`src/rtl/hilo_muldiv_ctrl.sv`:
```
// hilo_muldiv_ctrl: iterative MULT/MULTU/DIV/DIVU/MTHI/MTLO sequencer owning all HI/LO writes
// Inputs: clk, resetn (async, active-low), start/op/src_a/src_b from EX, flush.
// Outputs: stallreq (pipeline hold), busy, done pulse, hi_we/lo_we pulses, hi_o/lo_o write data.
module hilo_muldiv_ctrl #(
  parameter int DATA_W = 32
) (
  input  logic              clk,
  input  logic              resetn,
  input  logic              start,
  input  logic [2:0]        op,
  input  logic [DATA_W-1:0] src_a,
  input  logic [DATA_W-1:0] src_b,
  input  logic              flush,
  output logic              stallreq,
  output logic              busy,
  output logic              done,
  output logic              hi_we,
  output logic              lo_we,
  output logic [DATA_W-1:0] hi_o,
  output logic [DATA_W-1:0] lo_o
);
  localparam int CW = $clog2(DATA_W);
  typedef enum logic [1:0] {IDLE, RUN, FIX, DONE} state_t;
  state_t state_q, state_d;
  logic [CW-1:0] cnt_q, cnt_d;
  logic [2*DATA_W-1:0] acc_q, acc_d, acc_neg;
  logic [DATA_W-1:0] m_q, m_d, hi_o_q, hi_o_d, lo_o_q, lo_o_d, abs_a, abs_b, diff;
  logic div_q, div_d, neg_p_q, neg_p_d, neg_r_q, neg_r_d;
  logic hi_we_q, hi_we_d, lo_we_q, lo_we_d, done_q, done_d;
  logic sgn, is_mul, is_div, long_op, ge;
  logic [DATA_W:0] msum, top;
  assign sgn = op == 3'd1 || op == 3'd3;
  assign is_mul = op == 3'd1 || op == 3'd2;
  assign is_div = op == 3'd3 || op == 3'd4;
  assign long_op = is_mul || (is_div && src_b != '0);
  assign abs_a = sgn && src_a[DATA_W-1] ? -src_a : src_a;
  assign abs_b = sgn && src_b[DATA_W-1] ? -src_b : src_b;
  // multiply: acc = {partial product, remaining multiplier bits}, add then shift right
  assign msum = {1'b0, acc_q[2*DATA_W-1:DATA_W]} + {1'b0, acc_q[0] ? m_q : {DATA_W{1'b0}}};
  // divide: acc = {partial remainder, remaining dividend / quotient bits}; top keeps the bit shifted out
  assign top = acc_q[2*DATA_W-1:DATA_W-1];
  assign ge = top >= {1'b0, m_q};
  assign diff = top[DATA_W-1:0] - m_q;
  assign acc_neg = -acc_q;
  always_comb begin
    state_d = state_q;
    cnt_d = cnt_q;
    acc_d = acc_q;
    m_d = m_q;
    div_d = div_q;
    neg_p_d = neg_p_q;
    neg_r_d = neg_r_q;
    hi_o_d = hi_o_q;
    lo_o_d = lo_o_q;
    hi_we_d = 1'b0;
    lo_we_d = 1'b0;
    done_d = 1'b0;
    if (flush) state_d = IDLE;
    else case (state_q)
      IDLE: if (start) begin
        if (long_op) begin
          state_d = RUN;
          cnt_d = '0;
          div_d = is_div;
          m_d = is_div ? abs_b : abs_a;
          acc_d = {{DATA_W{1'b0}}, is_div ? abs_a : abs_b};
          neg_p_d = sgn && (src_a[DATA_W-1] ^ src_b[DATA_W-1]);
          neg_r_d = sgn && src_a[DATA_W-1];
        end else if (is_div || op == 3'd5 || op == 3'd6) begin
          state_d = DONE;
          done_d = 1'b1;
          hi_we_d = op == 3'd5;
          lo_we_d = op == 3'd6;
          hi_o_d = op == 3'd5 ? src_a : hi_o_q;
          lo_o_d = op == 3'd6 ? src_a : lo_o_q;
        end
      end
      RUN: begin
        acc_d = div_q ? {ge ? diff : top[DATA_W-1:0], acc_q[DATA_W-2:0], ge} : {msum, acc_q[DATA_W-1:1]};
        cnt_d = cnt_q + 1'b1;
        state_d = cnt_q == CW'(DATA_W-1) ? FIX : RUN;
      end
      FIX: begin
        hi_o_d = div_q ? (neg_r_q ? -acc_q[2*DATA_W-1:DATA_W] : acc_q[2*DATA_W-1:DATA_W])
                       : (neg_p_q ? acc_neg[2*DATA_W-1:DATA_W] : acc_q[2*DATA_W-1:DATA_W]);
        lo_o_d = neg_p_q ? acc_neg[DATA_W-1:0] : acc_q[DATA_W-1:0];
        hi_we_d = 1'b1;
        lo_we_d = 1'b1;
        done_d = 1'b1;
        state_d = DONE;
      end
      default: state_d = IDLE;
    endcase
  end
  always_ff @(posedge clk or negedge resetn) begin
    if (!resetn) begin
      state_q <= IDLE;
      cnt_q <= '0;
      acc_q <= '0;
      m_q <= '0;
      div_q <= 1'b0;
      neg_p_q <= 1'b0;
      neg_r_q <= 1'b0;
      hi_o_q <= '0;
      lo_o_q <= '0;
      hi_we_q <= 1'b0;
      lo_we_q <= 1'b0;
      done_q <= 1'b0;
    end else begin
      state_q <= state_d;
      cnt_q <= cnt_d;
      acc_q <= acc_d;
      m_q <= m_d;
      div_q <= div_d;
      neg_p_q <= neg_p_d;
      neg_r_q <= neg_r_d;
      hi_o_q <= hi_o_d;
      lo_o_q <= lo_o_d;
      hi_we_q <= hi_we_d;
      lo_we_q <= lo_we_d;
      done_q <= done_d;
    end
  end
  // stall is raised combinationally in the accept cycle so EX holds before RUN starts
  assign stallreq = resetn && !flush &&
                    ((state_q == IDLE && start && long_op) || state_q == RUN || state_q == FIX);
  assign busy = state_q != IDLE;
  assign done = done_q && !flush;
  assign hi_we = hi_we_q && !flush;
  assign lo_we = lo_we_q && !flush;
  assign hi_o = hi_o_q;
  assign lo_o = lo_o_q;
endmodule

```
`config.mk`:
```
export PLATFORM = sky130hd
export DESIGN_NAME = hilo_muldiv_ctrl
export DESIGN_NICKNAME = d
export VERILOG_FILES = /design/src/rtl/hilo_muldiv_ctrl.sv
export SDC_FILE = /design/constraint.sdc
export NUM_CORES = 1
export LEC_CHECK = 0
export BUFFER_PORTS_ARGS = -buffer_cell sky130_fd_sc_hd__buf_2
export CAP_MARGIN = 10
export CORE_AREA = 2 2 189 191
export DETAILED_ROUTE_END_ITERATION = 6
export DIE_AREA = 0 0 191 193
export GPL_TIMING_DRIVEN = 0
export SYNTH_ARGS = -nofsm -noshare
export SYNTH_HDL_FRONTEND = slang
export SYNTH_SLANG_ARGS = --single-unit
```
`constraint.sdc`:
```
create_clock -name clk -period 4.4 [get_ports clk]
set_input_delay 0.22 -clock clk [delete_from_list [all_inputs] [get_ports clk]]
set_output_delay 0.22 -clock clk [all_outputs]
set_load 0.05 [all_outputs]
```
After elaboration in Yosys (flattened, before gate mapping)
Index checks and enable logic that the tools add are counted.
{ "totals": {"register_bits": 173, "out_inout_bits": 69} }
{ "classes": {"bitwise": 2, "order_cmp": 1, "reduce_logical": 30, "muxes": 48, "eq_ne": 17, "addsub": 7} }
{ "ops": {"columns": ["operator", "count"], "rows": [
  ["32-bit 2-to-1 mux", 18],
  ["64-bit 2-to-1 mux", 3],
  ["32-bit case mux with 2 select lines", 2],
  ["64-bit case mux with 2 select lines", 1],
  ["32-bit negation", 3],
  ["64-bit negation", 1],
  ["32-bit by 32-bit adder with 33-bit output", 1],
  ["33-bit by 32-bit >= comparator with 1-bit output", 1],
  ["32-bit nonzero test", 1],
  ["32-bit subtractor", 1],
  ["1-bit 2-to-1 mux", 12],
  ["2-bit inequality test (second input constant)", 6],
  ["6-bit AND reduction", 2],
  ["1-bit logical AND", 11],
  ["2-bit 2-to-1 mux", 5],
  ["5-bit 2-to-1 mux", 2],
  ["5-bit case mux with 2 select lines", 1],
  ["3-bit equality test (second input constant)", 3],
  ["1-bit logical OR", 8],
  ["4-bit AND reduction", 2],
  ["3-bit by 2-bit equality test with 1-bit output (second input constant)", 2],
  ["1-bit case mux with 2 select lines", 3],
  ["2-bit case mux with 3 select lines", 1],
  ["2-bit nonzero test", 3],
  ["12 further kinds", 12]
]} }

Depth between registers and ports, before layout
{ "logic_depth": {"word_depth": 9, "mapped_depth": 14} }

Worst setup path after synthesis
OpenSTA, ideal clock, no wires.
{ "synth_timing": {"path_type": "flip-flop to flip-flop", "start": "register acc_q[0]", "end": "register acc_q[62]", "setup_slack_ns": 1.022, "setup_time_ns": 0.126, "t_arrival_ns": 3.252, "required_time_ns": 4.274, "stages_incl_launch_ff": 14, "n_path_buf": 1, "period_less_slack_ns": 3.378, "path_cell_list": "dfrtp_1 > inv_1 > clkbuf_1 > nor2_1 > ha_1 > nand2_1 > or4_1 > o221a_2 > a21boi_1 > a31oi_1 > o21ai_1 > a311oi_1 > xnor2_1 > a221o_1"} }
{ "synth_via": {"elab_chain_cells": 4} }
{ "synth_lines": {"columns": ["element", "line_no", "text"], "rows": [
  ["start: declaration", "26", "logic [2*DATA_W-1:0] acc_q, acc_d, acc_neg;"],
  ["start signal: assignment", "99", "acc_q <= '0;"],
  ["start signal: assignment", "112", "acc_q <= acc_d;"],
  ["32-bit 2-to-1 mux", "39", "assign msum = {1'b0, acc_q[2*DATA_W-1:DATA_W]} + {1'b0, acc_q[0] ? m_q : {DATA_W{1'b0}}};"],
  ["32-bit by 32-bit adder with 33-bit output", "39", null],
  ["64-bit 2-to-1 mux", "79", "acc_d = div_q ? {ge ? diff : top[DATA_W-1:0], acc_q[DATA_W-2:0], ge} : {msum, acc_q[DATA_W-1:1]};"],
  ["64-bit case mux with 2 select lines", "59", "else case (state_q)"]
]} }
Every way passes these cells.
A chain may end at the register's enable or synchronous reset.

Worst setup path in the final report
Same ends and word-level chain as after synthesis.

==> qor.csv <==
stage,metric,value,unit
flow_run,MaxCap Viol Count,0,
worst_setup_path,critical-path maximum fanout,10,
synthesis,number of synthesized flops with an enable pin,0,
worst_setup_path,Setup CP Type,reg2reg,
global_route,first-pass GRT wire length,94.34,mm
synthesis,Synth async-reset ratio,1.000,
synthesis,Syn Inst Count,2035,
synthesis,top-area cell type share of the netlist area,0.2808,
routing,drt first pass iters,7,
min_path,hold wc startpoint,start,
routing,final WL,64.43,mm
global_route,GRT overflow,0,
die,Die Area,36860,um2
worst_setup_path,Startpoint Class,flop,
synthesis,synthesized area,15410,um2
die,Site Rows,69,
worst_setup_path,R2R Path End,acc_q[62],
power,clock share of power,0.124,
power,sw frac,0.5441,
layout,fraction of layout cells with a size suffix above 1,0.1019,
timing,RSZ-0062 raised after global routing,false,
synthesis,"count leader, synth",nand2_1,
routing,Post-DRT Antenna Nets,0,
min_path,WHS Endpoint,done_q,
synthesis,syn_nets,2178,
power,share of total power in sequential cells,0.237,
worst_setup_path,worst reg-to-reg path cell count,13,
layout,Area Growth Syn to Fin,12.49,%
power,internal power,5945,uW
power,static leakage,0.007687,uW
clock_tree,CTS tree,done,
status,failing checks,design-rule violations,
timing,max_slew headroom,0.3146,
timing,# setup viols final,0,
layout,"Net count, final",2338,
min_path,HP Class,in2reg,
routing,DRC,5,
synthesis,#FFs+latches synth,173,
die,Initial Utilization,0.4409,
power,switching power summed over all nets,7095,uW
global_route,pin count of the biggest net entering global routing,110,
timing,fin crit period,4.182,ns
die,CORE AREA,34960,um2
power,Final Power,13040,uW
worst_setup_path,"Data arrival, critical path",4.52,ns
timing,fmax,0.2391,GHz
clock_tree,clk root buf,clkbuf_16,
power,pwr dens,752.0,nW/um2
place,pre-CTS setup slack,0.07185,ns
global_route,vias in the first global route,15030,
place,GPL Wtd Cong,0.9521,
timing,final worst-path cycle share,0.9504,
place,I/O Buffers,139,
synthesis,Avg Inst Size Synth,7.575,um2
synthesis,distinct cell type count of the synthesized netlist,84,
global_route,initial antenna violation count,0,
routing,via count,16380,
timing,PnR worst setup slack,0.2181,ns
worst_setup_path,RR Startpoint,acc_q[0],
die,Die Ht,193,um
synthesis,number of synthesis warnings,0,
min_path,Hold Path Stages,3,
worst_setup_path,CP required,4.74,ns
place,post-DP HPWL,51.46,mm
clock_tree,H-tree Lvls,4,
clock_tree,Max Root-Sink Buffers,2,
power,worst vdd ir,551.1,uV
timing,count of final max-slew check failures,0,
routing,post-DR vias/cell,6.134,
synthesis,Yosys top cell by area,dfrtp_1,
clock_tree,Clock transition at path regs,0.08,ns
routing,initial DRC count,1778,
layout,final standard cell utilization of the core,0.4959,
clock_tree,clock sinks,173,
die,I/O Pins,140,
status,outcome,"finished, violations left",
worst_setup_path,r2r setup slk,0.22,ns
timing,Setup TNS,0,ns
synthesis,synth cell count leaders,"nand2_1, nor2_1, o21ai_0",
die,Die X,191,um
clock_tree,Post-CTS Setup Inserts,0,
clock_tree,CTS buffer count,17,
synthesis,register area share after synthesis,0.2808,
synthesis,dominant cells by area after synthesis,"dfrtp_1, o21ai_0, nand2_1",
timing,Post-Route Skew,0.01533,ns
timing,Final Hold Viols,0,
worst_setup_path,Worst Setup End Kind,flop,
timing,Worst-Margin Slew,1.024,ns
global_route,GR Util All Layers,0.3468,
routing,routed length per instance,24.13,um
clock_tree,clk_lat worst skew,0.46,ns
synthesis,most used flip-flop cell after synthesis,dfrtp_1,
power,combinational share of power,0.639,
timing,hold slack,0.1267,ns
[how the worst max path moves through the flow]
| stage | startpoint | endpoint | cells after the start |
|---|---|---|---|
| after floorplan | acc_q[0] | acc_q[62] | 13 |
| after global placement | resetn | stallreq | 3 |
| after detailed placement | acc_q[0] | acc_q[62] | 13 |
| after CTS | acc_q[0] | acc_q[62] | 13 |
| after global routing | acc_q[0] | acc_q[62] | 13 |
| final | acc_q[0] | acc_q[62] | 13 |
[per-layer routing]
layer  up-vias  GRT usage  wire (um)
li1       7581          -          -
met1      7871     0.4777      28000
met2       794     0.5362      27630
met3       133    0.04706       5485
met4         0     0.1694       3309
met5         -          0          0
[critical path, cell delays in order, from the launching register on]
cell and delay [ns]:
dfrtp_1 0.53, inv_1 0.23, clkbuf_2 0.30, nor2_1 0.10, ha_1 0.40, nor2_1 0.09, or4_1 0.51, o221a_2 0.29
a21boi_1 0.26, a31oi_1 0.29, o21ai_1 0.38, a311oi_1 0.19, xnor2_1 0.16, a221o_1 0.32
[state kept, by name, indices dropped and copies added (netlist names)]
signal / count
hi_we_q: 1
done_q: 1
hi_o: 32
m_q: 32
lo_we_q: 1
acc_q: 64
cnt_q: 5
neg_r_q: 1
div_q: 1
lo_o: 32
state_q: 2
neg_p_q: 1
[power by group through the flow]
stage	logic, uW	clock network, uW	registers [uW]
after floorplan	5120	0	3710
after global routing	9030	1690	3150
after detailed placement	8190	0	3080
after global placement	8120	0	3060
after CTS	8220	1620	3050
final	8340	1620	3090
[cell usage in the layout, fill, tap and decap left out, drive strengths merged, types with 14 or more instances in the layout]
cell and count:
or4 18, clkbuf 122, nand2b 22, o31ai 36
nor2 246, nand4 16, o211ai 15, nor3 35
nand2 252, inv 71, dfrtp 173, a22oi 14
nand3 24, xor2 75, a21oi 181, xnor2 96
o41ai 14, a21o 32, a211oi 23, nor2b 23
a31oi 29, nor4 17, buf 162, or3 14
o21ai 212, mux2i 56, ha 70
[per-stage QoR]
step	instance area (um2)	cells
final	17340	2670
after global routing	17340	2669
after CTS	17340	2669
after detailed placement	16720	2636
after global placement	16690	2635
after floorplan	15410	2035
[what timing repair did]
item,CTS,global route
endpoints found under the setup margin,0,4
hold buffers,1,0
gates resized for setup,0,2
hold endpoints to repair,65,0
[layout make-up]
| class | count | area [um2] |
|---|---|---|
| clock inverters | 11 | 131.4 |
| well taps | 461 | 576.8 |
| fillers | 3607 | 17620 |
| clock buffers | 21 | 470.5 |
| diodes | 1 | 2.502 |
| flip-flops and latches | 173 | 4329 |
| multi-input cells | 1671 | 10350 |
| inverters | 68 | 255.2 |
| repair buffers | 141 | 743.2 |
| plain buffers | 123 | 485.5 |
[kinds of logic after synthesis]
group,after synthesis,share of synthesized area
and+or+nand+nor,713,0.2114
AOI/OAI and AO/OA,651,0.2610
buffers and inverters,191,0.04797
DFF,173,0.2808
xor gates and xnor gates,171,0.09716
adders and majority gates,72,0.05942
muxes,64,0.04221
Power figures use the tool's default switching activity.
